$ cat src/rtl/uart_io_tx_pkg.sv
// Shared definitions for the memory-mapped UART transmitter.
// Holds the register offsets, STATUS bit positions and FSM state encodings.
// The same constants drive the UartCtrl address decode in MemOrIO.
package uart_io_tx_pkg;

  // Register offsets (addr_out[1:0])
  localparam logic [1:0] UART_DATA_OFS = 2'b00;
  localparam logic [1:0] UART_STAT_OFS = 2'b10;

  // STATUS bit positions
  localparam int STAT_BUSY    = 0;
  localparam int STAT_FULL    = 1;
  localparam int STAT_EMPTY   = 2;
  localparam int STAT_OVF     = 3;
  localparam int STAT_CNT_LSB = 4;

  // Serialiser FSM states
  localparam logic [1:0] ST_IDLE  = 2'd0;
  localparam logic [1:0] ST_START = 2'd1;
  localparam logic [1:0] ST_DATA  = 2'd2;
  localparam logic [1:0] ST_STOP  = 2'd3;

  // Assemble the 16-bit STATUS word; the upper byte always reads 0.
  function automatic logic [15:0] pack_status(input logic       busy,
                                              input logic       full,
                                              input logic       empty,
                                              input logic       ovf,
                                              input logic [3:0] cnt);
    pack_status = {8'h00, cnt, ovf, empty, full, busy};
  endfunction

endpackage

$ cat src/rtl/uart_io_tx_if.sv
// IO-bus view of the UART transmitter.
//   uartcs        : chip select (UartCtrl from MemOrIO)
//   uartwrite     : ioWrite strobe
//   uartread      : ioRead strobe
//   uartaddr      : register offset
//   uartinputdata : store data
//   uart_rdata    : status read data (combinational)
// Handshake: every access is a single-cycle strobe with no ready/backpressure.
// A write is taken on the clock edge where uartcs&uartwrite is high; a DATA
// write that meets a full FIFO is dropped and flagged in STATUS.overflow.
// Reads are combinational and side-effect free.
interface uart_io_tx_if;
  logic        uartcs;
  logic        uartwrite;
  logic        uartread;
  logic [1:0]  uartaddr;
  logic [15:0] uartinputdata;
  logic [15:0] uart_rdata;

  modport master (
    output uartcs, uartwrite, uartread, uartaddr, uartinputdata,
    input  uart_rdata
  );

  modport slave (
    input  uartcs, uartwrite, uartread, uartaddr, uartinputdata,
    output uart_rdata
  );
endinterface

$ cat src/rtl/uart_io_tx_fifo.sv
// uart_tx_fifo: synchronous first-word-fall-through FIFO.
//   clk_i, rst_i : clock, synchronous active-high reset
//   push_i, din_i: enqueue (ignored when full)
//   pop_i        : dequeue (ignored when empty)
//   dout_o       : head entry, valid whenever empty_o is low
//   full_o, empty_o, count_o : occupancy
module uart_tx_fifo #(
  parameter int WIDTH = 8,
  parameter int DEPTH = 8,
  localparam int AW   = $clog2(DEPTH)
) (
  input  logic             clk_i,
  input  logic             rst_i,
  input  logic             push_i,
  input  logic             pop_i,
  input  logic [WIDTH-1:0] din_i,
  output logic [WIDTH-1:0] dout_o,
  output logic             full_o,
  output logic             empty_o,
  output logic [AW:0]      count_o
);

  logic [WIDTH-1:0] mem_q [DEPTH];
  logic [AW-1:0]    wr_ptr_q, rd_ptr_q;
  logic [AW:0]      count_q;
  logic             do_push, do_pop;

  // full is the pre-edge value, so a push on a full FIFO is dropped even if
  // a pop happens on the same edge.
  assign do_push = push_i && !full_o;
  assign do_pop  = pop_i && !empty_o;

  assign full_o  = (count_q == (AW+1)'(DEPTH));
  assign empty_o = (count_q == '0);
  assign count_o = count_q;
  assign dout_o  = mem_q[rd_ptr_q];

  always_ff @(posedge clk_i) begin
    if (do_push) mem_q[wr_ptr_q] <= din_i;
  end

  // Pointers are AW bits wide so they wrap modulo DEPTH on their own.
  always_ff @(posedge clk_i) begin
    if (rst_i) begin
      wr_ptr_q <= '0;
      rd_ptr_q <= '0;
      count_q  <= '0;
    end else begin
      if (do_push) wr_ptr_q <= wr_ptr_q + 1'b1;
      if (do_pop)  rd_ptr_q <= rd_ptr_q + 1'b1;
      case ({do_push, do_pop})
        2'b10:   count_q <= count_q + 1'b1;
        2'b01:   count_q <= count_q - 1'b1;
        default: count_q <= count_q;
      endcase
    end
  end

endmodule

$ cat src/rtl/uart_io_tx.sv
// uart_io_tx: memory-mapped 8N1 UART transmitter (CPU -> PC direction).
//   uartclk, uartrst : clock, synchronous active-high reset
//   bus              : IO-bus slave (DATA write at offset 0, STATUS at offset 2)
//   tx               : registered serial line, idle high
//   dbg_state_o      : current serialiser FSM state
// CPU stores are queued in a FIFO; the serialiser drains it one frame at a
// time: start bit, 8 data bits LSB first, stop bit, CLKS_PER_BIT clocks each.
module uart_io_tx
  import uart_io_tx_pkg::*;
#(
  parameter int CLK_FREQ   = 23_000_000,
  parameter int BAUD       = 115_200,
  parameter int FIFO_DEPTH = 8
) (
  input  logic         uartclk,
  input  logic         uartrst,
  uart_io_tx_if.slave  bus,
  output logic         tx,
  output logic [1:0]   dbg_state_o
);

  localparam int CLKS_PER_BIT = CLK_FREQ / BAUD;
  localparam int CNT_W        = $clog2(CLKS_PER_BIT);
  localparam int AW           = $clog2(FIFO_DEPTH);

  logic [1:0]       state_q, state_d;
  logic [CNT_W-1:0] baud_q, baud_d;
  logic [2:0]       bit_q, bit_d;
  logic [7:0]       shift_q, shift_d;
  logic             tx_q, tx_d;
  logic             ovf_q, ovf_d;

  logic             wr_data, wr_stat, rd_stat;
  logic             fifo_pop, fifo_full, fifo_empty;
  logic [7:0]       fifo_dout;
  logic [AW:0]      fifo_count;
  logic             baud_done;
  logic [15:0]      status;
  logic             unused_hi_data;

  // Register decode
  assign wr_data = bus.uartcs && bus.uartwrite && (bus.uartaddr == UART_DATA_OFS);
  assign wr_stat = bus.uartcs && bus.uartwrite && (bus.uartaddr == UART_STAT_OFS);
  assign rd_stat = bus.uartcs && bus.uartread  && (bus.uartaddr == UART_STAT_OFS);
  assign unused_hi_data = ^bus.uartinputdata[15:8];

  uart_tx_fifo #(.WIDTH(8), .DEPTH(FIFO_DEPTH)) u_fifo (
    .clk_i   (uartclk),
    .rst_i   (uartrst),
    .push_i  (wr_data),
    .pop_i   (fifo_pop),
    .din_i   (bus.uartinputdata[7:0]),
    .dout_o  (fifo_dout),
    .full_o  (fifo_full),
    .empty_o (fifo_empty),
    .count_o (fifo_count)
  );

  assign baud_done = (baud_q == CNT_W'(CLKS_PER_BIT - 1));

  always_comb begin
    state_d  = state_q;
    baud_d   = baud_q;
    bit_d    = bit_q;
    shift_d  = shift_q;
    fifo_pop = 1'b0;
    case (state_q)
      ST_IDLE: begin
        if (!fifo_empty) begin
          fifo_pop = 1'b1;
          shift_d  = fifo_dout;
          baud_d   = '0;
          state_d  = ST_START;
        end
      end
      ST_START: begin
        if (baud_done) begin
          baud_d  = '0;
          bit_d   = 3'd0;
          state_d = ST_DATA;
        end else begin
          baud_d = baud_q + 1'b1;
        end
      end
      ST_DATA: begin
        if (baud_done) begin
          baud_d  = '0;
          shift_d = shift_q >> 1;
          if (bit_q == 3'd7) state_d = ST_STOP;
          else               bit_d   = bit_q + 1'b1;
        end else begin
          baud_d = baud_q + 1'b1;
        end
      end
      ST_STOP: begin
        if (baud_done) begin
          baud_d  = '0;
          state_d = ST_IDLE;
        end else begin
          baud_d = baud_q + 1'b1;
        end
      end
      default: state_d = ST_IDLE;
    endcase
  end

  // tx is the registered image of the current state, so the line trails the
  // FSM by one clock but every bit still lasts exactly CLKS_PER_BIT clocks.
  always_comb begin
    case (state_q)
      ST_START: tx_d = 1'b0;
      ST_DATA:  tx_d = shift_q[0];
      default:  tx_d = 1'b1;
    endcase
  end

  // Clear first so a same-edge overflow still sets the flag.
  always_comb begin
    ovf_d = ovf_q;
    if (wr_stat && bus.uartinputdata[STAT_OVF]) ovf_d = 1'b0;
    if (wr_data && fifo_full)                   ovf_d = 1'b1;
  end

  always_ff @(posedge uartclk) begin
    if (uartrst) begin
      state_q <= ST_IDLE;
      baud_q  <= '0;
      bit_q   <= 3'd0;
      shift_q <= 8'h00;
      tx_q    <= 1'b1;
      ovf_q   <= 1'b0;
    end else begin
      state_q <= state_d;
      baud_q  <= baud_d;
      bit_q   <= bit_d;
      shift_q <= shift_d;
      tx_q    <= tx_d;
      ovf_q   <= ovf_d;
    end
  end

  assign status = pack_status(state_q != ST_IDLE, fifo_full, fifo_empty, ovf_q,
                              4'(fifo_count));
  assign bus.uart_rdata = rd_stat ? status : 16'h0000;
  assign tx          = tx_q;
  assign dbg_state_o = state_q;

endmodule

$ cat src/flat_wrapper.sv
// flat-port wrapper written by rule: the top's interface ports become plain ports
module uart_io_tx_flat import uart_io_tx_pkg::*;
#(
  parameter int CLK_FREQ   = 23_000_000,
  parameter int BAUD       = 115_200,
  parameter int FIFO_DEPTH = 8
)
  (uartclk, uartrst, tx, dbg_state_o, bus_uartcs, bus_uartwrite, bus_uartread, bus_uartaddr, bus_uartinputdata, bus_uart_rdata);
  uart_io_tx_if bus_i ();
  input  logic uartclk;
  input  logic uartrst;
  output logic tx;
  output logic [1:0] dbg_state_o;
  input wire logic [$bits(bus_i.uartcs)-1:0] bus_uartcs;
  input wire logic [$bits(bus_i.uartwrite)-1:0] bus_uartwrite;
  input wire logic [$bits(bus_i.uartread)-1:0] bus_uartread;
  input wire logic [$bits(bus_i.uartaddr)-1:0] bus_uartaddr;
  input wire logic [$bits(bus_i.uartinputdata)-1:0] bus_uartinputdata;
  output wire logic [$bits(bus_i.uart_rdata)-1:0] bus_uart_rdata;
  assign bus_i.uartcs = bus_uartcs;
  assign bus_i.uartwrite = bus_uartwrite;
  assign bus_i.uartread = bus_uartread;
  assign bus_i.uartaddr = bus_uartaddr;
  assign bus_i.uartinputdata = bus_uartinputdata;
  assign bus_uart_rdata = bus_i.uart_rdata;
  uart_io_tx #(.CLK_FREQ(CLK_FREQ), .BAUD(BAUD), .FIFO_DEPTH(FIFO_DEPTH)) u_core (.uartclk(uartclk), .uartrst(uartrst), .bus(bus_i), .tx(tx), .dbg_state_o(dbg_state_o));
endmodule
$ cat config.mk
export PLATFORM = sky130hd
export DESIGN_NAME = uart_io_tx_flat
export DESIGN_NICKNAME = d
export VERILOG_FILES = /design/src/rtl/uart_io_tx_pkg.sv /design/src/rtl/uart_io_tx_if.sv /design/src/rtl/uart_io_tx_fifo.sv /design/src/rtl/uart_io_tx.sv /design/src/flat_wrapper.sv
export SDC_FILE = /design/constraint.sdc
export NUM_CORES = 1
export LEC_CHECK = 0
export CELL_PAD_IN_SITES_DETAIL_PLACEMENT = 0
export CELL_PAD_IN_SITES_GLOBAL_PLACEMENT = 2
export CORE_UTILIZATION = 34
export DETAILED_ROUTE_END_ITERATION = 16
export PLACE_DENSITY = 0.73
export SLEW_MARGIN = 20
export SYNTH_ARGS = -nofsm -noshare
export SYNTH_HDL_FRONTEND = slang
export SYNTH_SLANG_ARGS = --single-unit
$ cat constraint.sdc
create_clock -name uartclk -period 3.3 [get_ports uartclk]
set_input_delay 0.33 -clock uartclk [delete_from_list [all_inputs] [get_ports uartclk]]
set_output_delay 0.33 -clock uartclk [all_outputs]
set_load 0.05 [all_outputs]
; ---- Yosys cells after proc, flatten, opt, wreduce, memory -nomap -nowiden
; Memories as Yosys holds them, arrays and structs flattened. A register that Yosys moved wholly into a read port is not among the register bits.
; Index checks and enable logic that the tools add are counted.
; Widths: inputs -> output; s select.
[totals]
out_inout_bits = 19
n_memories = 1
ff_bits = 33
ram_bits = 64
[op_classes]
reduce_logical = 23
eq_ne = 15
muxes = 27
addsub = 6
[mem_list]
columns = name, words, word_bits, read_ports, rd_ports_with_merged_regs, wr, line_no
row1 = u_core.u_fifo.mem_q, 8, 8, 1, 1, 1, uart_io_tx_fifo.sv:23  ; logic [WIDTH-1:0] mem_q [DEPTH];
[ops]
columns = operator, n
row1 = $mux 8, 5
row2 = $pmux 8 s2, 2
row3 = $mux 3, 5
row4 = $mux 2, 5
row5 = $reduce_bool 2->1, 5
row6 = $add 3x1->3 const B, 3
row7 = $logic_and 1x1->1, 9
row8 = $add 8x1->8 const B, 1
row9 = $eq 2x2->1 const B, 4
row10 = $eq 8x8->1 const B, 1
row11 = $ne 2x1->1 const B, 4
row12 = $pmux 2 s4, 1
row13 = $pmux 4 s2, 1
row14 = $mux 1, 6
row15 = $pmux 3 s2, 1
row16 = $reduce_and 5->1, 1
row17 = $add 4x1->4 const B, 1
row18 = $eq 2x1->1 const B, 2
row19 = $eq 4x4->1 const B, 1
row20 = $logic_not 2->1, 2
row21 = $logic_not 4->1, 1
row22 = $ne 2x2->1 const B, 2
row23 = $reduce_and 4->1, 1
row24 = $sub 4x1->4 const B, 1
row25 = 5 further kinds, 6

; ---- Longest topological paths before layout
; Gate-level depths: netlist (run 1).
[depth]
ltp_word = 6
mapped_depth = 12
ltp_nobuf = 11

; ---- Cells and area by module
; A second synthesis (run 1) with hierarchy kept.
[unflattened]
cells_unflattened = 322
area_unflattened_um2 = 4506.8
[modules_own_cells]
columns = module, seq_area_each_um2, n_inst, cells_each, area_per_inst_um2
row1 = uart_tx_fifo, 2182.1, 1, 167, 3150.5
row2 = uart_io_tx, 460.4, 1, 155, 1356.3

; ---- Least setup slack after synthesis (run 1)
; Ideal clock, no wire load.
[synth_timing]
path_kind = register to register
start = reg u_core.state_q[0], in the netlist u_core.dbg_state_o[0]
end = reg u_core.u_fifo.count_q[2], in the netlist u_core.u_fifo.count_o[2]
path_buffers = 1
path_slack_ns = 0.639
t_required_ns = 3.229
stages_incl_launch_ff = 13
t_arrival_ns = 2.591
cell_sequence = dfxtp_1 -> inv_1 -> ha_1 -> clkbuf_8 -> nand2_1 -> inv_1 -> ha_1 -> xor2_1 -> ha_1 -> a21oi_1 -> xor2_1 -> or3_1 -> a21oi_1
[synth_via]
elab_chain_len = 5
word_cells_on_any_way = 7
classes_between = eq/ne: 2 / mux: 2 / reduce/logical: 3
[synth_lines]
columns = element, line_no
row1 = "start, declared", uart_io_tx.sv:26  ; logic [1:0] state_q, state_d;
row2 = "start signal, assigned", uart_io_tx.sv:133  ; state_q <= state_d;
row3 = $logic_not 2->1 (*), uart_io_tx.sv:67  ; case (state_q)
row4 = $mux 1 (*), uart_io_tx.sv:67
row5 = $logic_and 1x1->1 (*), uart_io_tx_fifo.sv:31  ; assign do_pop = pop_i && !empty_o;
row6 = via u_core.u_fifo.do_pop, uart_io_tx_fifo.sv:26  ; logic do_push, do_pop;
row7 = $eq 2x1->1 / $eq 2x2->1 (equally long branches), uart_io_tx_fifo.sv:51  ; case ({do_push, do_pop})
row8 = $pmux 4 s2 / $reduce_bool 2->1 (equally long branches), -
row9 = "end signal, assigned", uart_io_tx_fifo.sv:52  ; 2'b10: count_q <= count_q + 1'b1;
row10 = "end signal, assigned", uart_io_tx_fifo.sv:53  ; 2'b01: count_q <= count_q - 1'b1;
row11 = "end signal, assigned", uart_io_tx_fifo.sv:54  ; default: count_q <= count_q;
row12 = "end, declared", uart_io_tx_fifo.sv:25  ; logic [AW:0] count_q;
; The timed path passes the listed nets; every way through them passes the cells marked *.
; A chain may end at the register's enable or synchronous reset.

; ---- Final worst setup path (run 1)
[layout_timing]
start = reg u_core.u_fifo.count_q[0], in the netlist u_core.u_fifo.count_o[0]
end = out bus_uart_rdata[1]
[layout_via]
elab_chain_len = 2
[layout_lines]
columns = element, line_no
row1 = $eq 4x4->1, uart_io_tx_fifo.sv:33  ; assign full_o = (count_q == (AW+1)'(DEPTH));
row2 = $mux 8, uart_io_tx.sv:144  ; assign bus.uart_rdata = rd_stat ? status : 16'h0000;
row3 = "end, declared", flat_wrapper.sv:19  ; output wire logic [$bits(bus_i.uart_rdata)-1:0] bus_uart_rdata;
; Every way passes these cells.

==> impl_metrics.env, run 1 <==
export IMPL_grt_pass1_wl_um=13460
export IMPL_synthXorXnorAreaFrac=0.01361
export IMPL_htreeDepth=3
export IMPL_critPathLaunch="u_core.u_fifo.count_o[0]"
export IMPL_max_freq_mhz=359.6
export IMPL_final_cell_mix="64 x edfxtp_1, 36 x dfxtp_1, 25 x clkdlybuf4s50_1"
export IMPL_grt_pass1_vias=2593
export IMPL_viasPerCell=4.945
export IMPL_synth_compound_gate_area_share=0.09053
export IMPL_num_vias=2690
export IMPL_min_path_type="flip-flop to flip-flop"
export IMPL_outcome="complete, no violations"
export IMPL_r2r_start="u_core.u_fifo.count_o[0]"
export IMPL_postCtsHoldBufs=0
export IMPL_synth_simple_gate_area_share=0.1177
export IMPL_synth_mux_area_fraction=0.1069
export IMPL_setup_viol=0
export IMPL_dpl_cell_count=528
export IMPL_slew_headroom=0.4701
export IMPL_worstPathRequired_ns=2.97
export IMPL_crit_fanout=8
export IMPL_cts_tree="built"
export IMPL_ys_seq_area_frac=0.5865
export IMPL_start_kind="flip-flop"
export IMPL_place_congestion=0.7713
export IMPL_critical_path_class="flip-flop to output port"
export IMPL_num_nets_final=404
export IMPL_cp_end_kind="output port"
export IMPL_tightest_slew_ns=0.7938
export IMPL_syn_inst=332
export IMPL_hpwlAfterDp_um=5649
export IMPL_busiest_layer="met2"
export IMPL_core_area_mm2=0.01277
export IMPL_ys_ff_latch=100
export IMPL_drc=0
export IMPL_synthAdderAreaFrac=0.03888
export IMPL_rsz0062_at_grt="false"
export IMPL_die_h_um=117.1
export IMPL_finalSetupTns_ns=0
export IMPL_cts_buffers=9
export IMPL_post_cts_setup_buffer_count=0
export IMPL_io_pin_count=42
export IMPL_grt_met2_usage=0.2075
export IMPL_numClockSinks=100
export IMPL_leakage_nw=1.800
export IMPL_numPortBuffers=25
export IMPL_period_minus_slack_ns=2.781
export IMPL_met1_usage=0.1804
export IMPL_synthDistinctLibCells=56
export IMPL_synth_edf_count=64
export IMPL_min_from="u_core.shift_q[7]"
export IMPL_synthArstFlopShare=0
export IMPL_fin_crit_sh=0.8427
export IMPL_grt_max_degree=25
export IMPL_wl_um=8335
export IMPL_stdcell_count=544
export IMPL_grt_use_met3=0.03347
export IMPL_clock_latency_ns=0.35
export IMPL_skew_ns=0.007590
export IMPL_synth_warnings=0
export IMPL_wl_per_cell_um=15.32
export IMPL_vdd_drop_max_mv=0.3060
export IMPL_cap_viol_max_count=0
export IMPL_arrival_ns=2.45
export IMPL_cts_buffer_depth=2
export IMPL_start_util=0.3527
export IMPL_antenna_found_initial=0
export IMPL_final_common_cell="edfxtp_1"
export IMPL_clkTransAtPathRegs_ns=0.07
export IMPL_synth_area_mm2=0.004506
export IMPL_post_cts_resized=0
export IMPL_die_area_mm2=0.01372
export IMPL_clock_root_buffer="clkbuf_16"
export IMPL_final_antenna_net_count=0
export IMPL_dr_pass1_iters=4
export IMPL_p_per_area_mw_per_mm2=669.6
export IMPL_area_growth_pct=16.13
export IMPL_nFillCells=1192
export IMPL_syn_avg_cell_area_um2=13.57
export IMPL_whs_ns=0.4605
export IMPL_overflow=0
export IMPL_initialDrtViolationCount=152
export IMPL_synth_top_family_by_area="simple AND/OR/NAND/NOR gates"
export IMPL_drv_slew=0
export IMPL_final_hold_violation_count=0
export IMPL_groute_usage_overall=0.1334
export IMPL_num_antenna_cells=0
export IMPL_rows=41
export IMPL_synth_ff_type="edfxtp_1"
export IMPL_drive_gt1_frac=0.1505
export IMPL_die_width_um=117.1
==> cell type report <==
cell class / count / area, µm² / area share
clock buffers: 9 / 225.2 / 0.04304
flip-flops and latches: 100 / 2643 / 0.5050
repair buffers: 40 / 362.8 / 0.06934
multi-input cells: 208 / 1687 / 0.3223
inverters: 8 / 30.03 / 0.005739
clock inverters: 7 / 70.07 / 0.01339
well taps: 172 / 215.2 / 0.04113
==> metrics by stage <==
step / area, µm² / worst slack, ns / power, mW / util
6_report: 5233 / 0.5191 / 3.504 / 0.4096
3_3_place_gp: 4937 / 0.6420 / 2.505 / 0.3865
3_5_place_dp: 4937 / 0.6518 / 2.512 / 0.3865
4_1_cts: 5233 / 0.4850 / 3.543 / 0.4096
5_1_grt: 5233 / 0.3588 / 3.708 / 0.4096
2_1_floorplan: 4532 / 0.6385 / 2.312 / -
==> cell usage after synthesis, types with 3 or more instances <==
cell type / n / area share
a21oi_1: 14 / 0.016
a22o_1: 7 / 0.014
a311oi_1: 3 / 0.0058
and2_1: 6 / 0.0083
and3_1: 5 / 0.0069
buf_4: 9 / 0.015
buf_6: 4 / 0.010
clkbuf_1: 5 / 0.0042
dfxtp_1: 36 / 0.16
edfxtp_1: 64 / 0.43
ha_1: 14 / 0.039
inv_1: 8 / 0.0067
mux2i_1: 11 / 0.024
mux4_2: 16 / 0.080
nand2_1: 15 / 0.012
nand2b_1: 9 / 0.012
nand3_1: 9 / 0.010
nor2_1: 22 / 0.018
nor2b_1: 3 / 0.0042
nor3_1: 8 / 0.0089
nor4_1: 3 / 0.0042
o21ai_0: 12 / 0.013
o311a_1: 3 / 0.0067
or3_1: 3 / 0.0042
xor2_1: 6 / 0.012
==> critical path, cell delays in order (launching register included) <==
cell	delay (ns)
dfxtp_1	0.38
nor4b_1	0.70
and2_1	0.22
clkdlybuf4s50_1	0.79
==> cell families after synthesis <==
logic type | Yosys count
DFF | 100
muxes | 28
buffers and inverters | 31
other | 1
and+or+nand+nor | 97
adders and majority gates | 14
xor gates and xnor gates | 7
AOI/OAI and AO/OA | 54
==> where the power goes <==
| part | total, mW | switching [mW] | internal (mW) | leakage, nW |
|---|---|---|---|---|
| Sequential | 1.50 | 0.0917 | 1.41 | 0.869 |
| Combinational | 0.971 | 0.557 | 0.414 | 0.785 |
| Clock | 1.03 | 0.496 | 0.532 | 0.147 |
| Total | 3.50 | 1.15 | 2.36 | 1.80 |
==> flip-flops by register name, indices dropped and copies added (netlist names), named ones only <==
name	flops
u_core.ovf_q	1
u_core.u_fifo.count_o	4
u_core.dbg_state_o	2
u_core.u_fifo.rd_ptr_q	3
u_core.bit_q	3
u_core.shift_q	8
u_core.tx	1
u_core.baud_q	8
u_core.u_fifo.mem_q	64
u_core.u_fifo.wr_ptr_q	3
==> path summary, 6_finish.rpt <==
check / end / slack, ns / cells after the start
max: bus_uart_rdata[1] / 0.52 / 3
min reg2reg: u_core.shift_q[7] / 0.46 / 1
min: u_core.shift_q[7] / 0.46 / 1
max reg2reg: u_core.u_fifo.count_o[2] / 0.70 / 9
==> metal layers <==
layer,vias up,share of wire
met5,-,0
met4,0,0.016
met3,10,0.036
met2,48,0.46
met1,1314,0.49
li1,1318,-
(Power assumes the default switching activity.)
==> inputs of run 2 (changes only) <==
PLACE_DENSITY = 0.75   (was 0.73)
clock period = 2.55 ns   (was 3.3 ns; I/O delays follow)
==> run 2 against run 1 <==
  * Core utilization grew 0.41 points
  * Routed wire length is 0.17% lower
  * Power increased by 33%
  * Sequential power rose by 28%
  * Flip-flop and latch count did not move
  * Setup slack worse by 0.31 ns
  * Die area unchanged
  * Worst hold slack improved by 0.0062 ns
  * Global-route usage is 0.068 points higher
  * Design area up 1.0%
  * Clock power increased by 36%
  * Clock skew shrank 0.0019 ns
==> impl_metrics.env, run 2 (synthesized netlist as in run 1, its figures left out) <==
export IMPL_outcome="complete, no violations"
export IMPL_start_kind="flip-flop"
export IMPL_io_pin_count=42
export IMPL_min_path_type="flip-flop to flip-flop"
export IMPL_netSwitchingPower_mw=1.476
export IMPL_largest_register="u_core.u_fifo.mem_q"
export IMPL_drv_slew=0
export IMPL_seqCellArea_mm2=0.002645
export IMPL_worst_path_buf_inv=1
export IMPL_grt_pass1_vias=2588
export IMPL_num_antenna_cells=0
export IMPL_overflow=0
export IMPL_comb_power_share=0.289
export IMPL_place_congestion=0.7808
export IMPL_power_frac_seq=0.411
export IMPL_final_antenna_net_count=0
export IMPL_num_nets_final=411
export IMPL_num_vias=2674
export IMPL_period_minus_slack_ns=2.345
export IMPL_cts_buffers=9
export IMPL_tightest_slew_ns=0.7826
export IMPL_dpl_cell_count=535
export IMPL_vdd_drop_max_mv=0.4024
export IMPL_viasPerCell=4.862
export IMPL_largest_register_ffs=64
export IMPL_final_cell_mix="64 x edfxtp_1, 34 x dfxtp_1, 30 x buf_4"
export IMPL_max_freq_mhz=426.5
export IMPL_worstPathRequired_ns=2.83
export IMPL_netSwitchingFraction=0.3158
export IMPL_finalSetupTns_ns=0
export IMPL_slew_headroom=0.4782
export IMPL_clockPowerShare=0.299
export IMPL_grt_max_degree=19
export IMPL_drive_gt1_frac=0.1958
export IMPL_start_util=0.3527
export IMPL_crit_fanout=5
export IMPL_min_from="u_core.shift_q[7]"
export IMPL_initialDrtViolationCount=141
export IMPL_groute_usage_overall=0.1341
export IMPL_p_per_area_mw_per_mm2=884.3
export IMPL_numPortBuffers=25
export IMPL_numClockSinks=100
export IMPL_finalInstanceArea_mm2=0.005285
export IMPL_cap_viol_max_count=0
export IMPL_cts_buffer_depth=2
export IMPL_fin_crit_sh=0.9194
export IMPL_leakage_nw=1.854
export IMPL_final_hold_violation_count=0
export IMPL_grt_pass1_wl_um=13300
export IMPL_place_area_mm2=0.004972
export IMPL_clock_root_buffer="clkbuf_16"
export IMPL_clkTransAtPathRegs_ns=0.07
export IMPL_area_growth_pct=17.30
export IMPL_nFillCells=1185
export IMPL_postCtsHoldBufs=0
export IMPL_final_common_cell="edfxtp_1"
export IMPL_critPathLaunch="u_core.u_fifo.count_o[3]"
export IMPL_htreeDepth=3
export IMPL_setup_viol=0
export IMPL_wl_um=8321
export IMPL_cpPeakStageDelay_ns=0.55
export IMPL_r2r_start="u_core.u_fifo.count_o[3]"
export IMPL_hpwlAfterDp_um=5569
export IMPL_cp_end_kind="flip-flop"
export IMPL_crit_path_top_delay_cell="or4_4"
export IMPL_rsz0062_at_grt="false"
export IMPL_p_int_mw=3.198
export IMPL_die_h_um=117.1
export IMPL_skew_ns=0.005648
export IMPL_core_area_mm2=0.01277
export IMPL_stdcell_count=550
export IMPL_clock_latency_ns=0.34
export IMPL_die_area_mm2=0.01372
export IMPL_rows=41
export IMPL_critical_path_class="flip-flop to flip-flop"
export IMPL_die_width_um=117.1
export IMPL_dr_pass1_iters=5
export IMPL_cts_tree="built"
export IMPL_top_regs="u_core.u_fifo.mem_q (64), u_core.baud_q (8), u_core.shift_q (8)"
export IMPL_wl_per_cell_um=15.13
export IMPL_multiInputGateArea_mm2=0.001697
export IMPL_drc=0
export IMPL_antenna_found_initial=0
export IMPL_worstPathCellList="or4_4 -> nand2_1 -> inv_1 -> ha_1 -> xor2_1 -> ha_1 -> a21oi_1 -> xor2_1 -> or3_1 -> a21oi_1"
export IMPL_crit_family="simple AND/OR/NAND/NOR gates"
export IMPL_total_power_mw=4.673
export IMPL_arrival_ns=2.62
==> run 2: cell count changes in the layout (fill, tap and decap cells not counted), moves of 2 or more <==
cell | before | now
buf_4 | 15 | 30
clkdlybuf4s50_1 | 25 | 17
clkinv_4 | 2 | 0
dfxtp_1 | 36 | 34
dfxtp_2 | 0 | 2
==> run 2: cell type report <==
cell class              instances  share of cell area
clock buffers                   9             0.04261
clock inverters                 6             0.01468
inverters                       8            0.005682
multi-input cells             208              0.3210
flip-flops and latches        100              0.5005
well taps                     172             0.04072
repair buffers                 47             0.07481
==> run 2: path summary, 6_finish.rpt <==
path                              end  slack, ns  cells after the start
min reg2reg         u_core.shift_q[7]       0.47                      1
max          u_core.u_fifo.count_o[2]       0.21                     10
min                 u_core.shift_q[7]       0.47                      1
max reg2reg  u_core.u_fifo.count_o[2]       0.21                     10
==> run 2: what timing repair did <==
action,4_1_cts,5_1_grt
gates resized for setup,0,2
setup endpoints to repair,0,2
buffers inserted,0,0
==> run 2: layer usage <==
metal,wire length [µm],global-route usage,up-vias,share of wire
met1,3902,0.1679,1309,0.47
met4,100,0.05316,0,0.012
met5,0,0,-,0
met2,4122,0.2213,30,0.50
met3,196,0.03605,7,0.024
li1,-,-,1328,-
==> run 2: power groups by stage <==
stage	combinational (mW)	clock, mW	sequential [mW]
after global routing	1.49	1.50	1.94
after detailed placement	1.35	0	1.96
after global placement	1.33	0	1.96
after floorplan	1.02	0	1.98
after CTS	1.35	1.44	1.92
final	1.35	1.40	1.92
==> run 2: worst reg2reg max path, delay by kind of cell (launching register included) <==
family	cells	cell delay (ns)
xor gates and xnor gates	2	0.24
adders and majority gates	2	0.37
buffers and inverters	1	0.07
DFF	1	0.34
and+or+nand+nor	3	0.96
AOI/OAI and AO/OA	2	0.29
==> run 2: stage by stage <==
stage	utilization	hold WS [ns]	setup WS (ns)
after CTS	0.4130	0.4738	0.1693
after global placement	0.3893	0.4427	0.04318
after floorplan	-	0.3539	0.04648
after global routing	0.4138	0.4946	0.004855
after detailed placement	0.3893	0.4451	0.009081
final	0.4138	0.4667	0.2054
==> inputs of run 3 (changes only) <==
GPL_ROUTABILITY_DRIVEN = 0   (was unset)
SETUP_SLACK_MARGIN = 0.1   (was unset)
==> run 3 against run 2 <==
  * Critical path depth did not move
  * Cell count unchanged
  * Non-clock buffer count fell by 1
  * Combinational power about the same
  * Die area did not move
  * Global-route usage increased by 0.49 points
  * Design area about the same
  * Clock skew shrank 0.00098 ns
==> impl_metrics.env, run 3 (synthesized netlist as in run 1, its figures left out) <==
export IMPL_outcome="complete, no violations"
export IMPL_drv_slew=0
export IMPL_overflow=0
export IMPL_arrival_ns=2.59
export IMPL_wl_um=8445
export IMPL_drc=0
export IMPL_area_growth_pct=17.33
export IMPL_groute_usage_overall=0.1390
export IMPL_cap_viol_max_count=0
export IMPL_hpwlAfterDp_um=5706
export IMPL_dr_pass1_iters=4
export IMPL_finalSetupTns_ns=0
export IMPL_die_area_mm2=0.01372
export IMPL_postCtsHoldBufs=0
export IMPL_max_freq_mhz=432.9
export IMPL_worstPathCellList="or4_4 -> nand2_4 -> inv_1 -> ha_2 -> xor2_2 -> ha_1 -> a21oi_2 -> xor2_1 -> or3_1 -> a21oi_1"
export IMPL_core_area_mm2=0.01277
export IMPL_final_common_cell="edfxtp_1"
export IMPL_fin_crit_sh=0.9059
export IMPL_min_path_cells=1
export IMPL_leakage_nw=1.849
export IMPL_min_path_type="flip-flop to flip-flop"
export IMPL_numClockSinks=100
export IMPL_num_vias=2717
export IMPL_largest_register_ffs=64
export IMPL_clkTransAtPathRegs_ns=0.07
export IMPL_dpl_cell_count=534
export IMPL_cts_buffer_depth=2
export IMPL_min_from="u_core.shift_q[7]"
export IMPL_io_pin_count=42
export IMPL_post_cts_setup_buffer_count=0
export IMPL_grt_max_degree=20
export IMPL_rsz0062_at_grt="false"
export IMPL_timing_rr_end="u_core.u_fifo.count_o[2]"
export IMPL_crit_path_top_delay_cell="or4_4"
export IMPL_top_regs="u_core.u_fifo.mem_q (64), u_core.baud_q (8), u_core.shift_q (8)"
export IMPL_wl_per_cell_um=15.35
export IMPL_r2r_start="u_core.u_fifo.count_o[3]"
export IMPL_final_antenna_net_count=0
export IMPL_largest_register="u_core.u_fifo.mem_q"
export IMPL_antenna_found_initial=0
export IMPL_num_antenna_cells=0
export IMPL_clock_latency_ns=0.34
export IMPL_setup_ws_ns=0.2399
export IMPL_grt_pass1_vias=2709
export IMPL_die_width_um=117.1
export IMPL_cts_tree="built"
export IMPL_viasPerCell=4.940
export IMPL_die_h_um=117.1
export IMPL_reg2reg_slack_ns=0.24
export IMPL_setup_viol=0
export IMPL_cpPeakStageDelay_ns=0.56
export IMPL_total_power_mw=4.606
export IMPL_period_minus_slack_ns=2.310
export IMPL_drive_gt1_frac=0.2037
export IMPL_slew_headroom=0.4913
export IMPL_htreeDepth=3
export IMPL_ff2ff_path_depth=10
export IMPL_clock_root_buffer="clkbuf_16"
export IMPL_grt_pass1_wl_um=14040
export IMPL_initialDrtViolationCount=112
export IMPL_crit_fanout=5
export IMPL_worstPathRequired_ns=2.83
export IMPL_start_util=0.3527
export IMPL_num_nets_final=410
export IMPL_vdd_drop_max_mv=0.3255
export IMPL_stdcell_count=550
export IMPL_skew_ns=0.004670
export IMPL_start_kind="flip-flop"
export IMPL_holdPathEnd="u_core.shift_q[7]"
export IMPL_final_cell_mix="64 x edfxtp_1, 34 x dfxtp_1, 29 x buf_4"
export IMPL_place_ws_ns=0.03600
export IMPL_p_per_area_mw_per_mm2=871.3
export IMPL_rows=41
export IMPL_cp_end_kind="flip-flop"
export IMPL_tightest_slew_ns=0.7630
export IMPL_utilization=0.4139
export IMPL_critical_path_class="flip-flop to flip-flop"
export IMPL_cts_buffers=9
export IMPL_numPortBuffers=25
export IMPL_final_hold_violation_count=0
## run 3: changes by cell type in the layout (fill, tap and decap cells not counted), sizes merged
cell    previous run  this run
buf               30        29
bufinv             1         0
clkinv             0         1
inv               12        13
## run 3: report_power, final
group,total (mW),leakage [nW],internal (mW),switching [mW]
Clock,1.33,0.141,0.690,0.640
Combinational,1.35,0.838,0.584,0.767
Sequential,1.92,0.869,1.83,0.0950
Total,4.61,1.85,3.10,1.50
## run 3: final cells by class
cell class / instances / area (µm²)
multi-input cells: 208 / 1718
well taps: 172 / 215.2
fillers: 1191 / 7487
flip-flops and latches: 100 / 2645
inverters: 8 / 30.03
repair buffers: 46 / 387.9
clock inverters: 7 / 65.06
clock buffers: 9 / 225.2
## run 3: worst max path at each step
stage | start | end | slack, ns | depth (start not counted)
after floorplan | u_core.u_fifo.count_o[1] | u_core.u_fifo.count_o[2] | 0.13 | 12
after global placement | bus_uartaddr[0] | u_core.u_fifo.count_o[2] | 0.07 | 10
after detailed placement | bus_uartaddr[0] | u_core.u_fifo.count_o[2] | 0.04 | 10
after CTS | u_core.u_fifo.count_o[3] | u_core.u_fifo.count_o[2] | 0.13 | 10
after global routing | u_core.u_fifo.count_o[3] | u_core.u_fifo.count_o[2] | 0.11 | 10
final | u_core.u_fifo.count_o[3] | u_core.u_fifo.count_o[2] | 0.24 | 10
## run 3: critical path, delay by kind of cell, from the launching register on
family / cells / cell delay, ns
AND/OR/NAND/NOR: 3 / 0.97
XOR/XNOR: 2 / 0.23
adder cells (fa/ha/maj): 2 / 0.40
flip-flops: 1 / 0.34
buffers and inverters: 1 / 0.07
AO/OA/AOI/OAI: 2 / 0.24
## run 3: what timing repair did
action,4_1_cts,5_1_grt
hold endpoints to repair,0,0
pin swaps,0,1
setup endpoints to repair,1,2
gates resized for setup,1,5
gates cloned,0,0
## run 3: metal layers
metal,wire length [µm],GRT usage,up-vias
met1,4008,0.1809,1341
met2,4103,0.2296,38
met4,115,0.04810,0
li1,-,-,1331
met5,0,0,-
met3,218,0.03090,7
## run 3: per-stage QoR
| step | hold slack, ns | cell area (µm²) |
|---|---|---|
| finish | 0.4575 | 5286 |
| global route | 0.4952 | 5286 |
| CTS | 0.4628 | 5260 |
| detailed placement | 0.4459 | 4967 |
| global placement | 0.4378 | 4967 |
| floorplan | 0.3539 | 4538 |
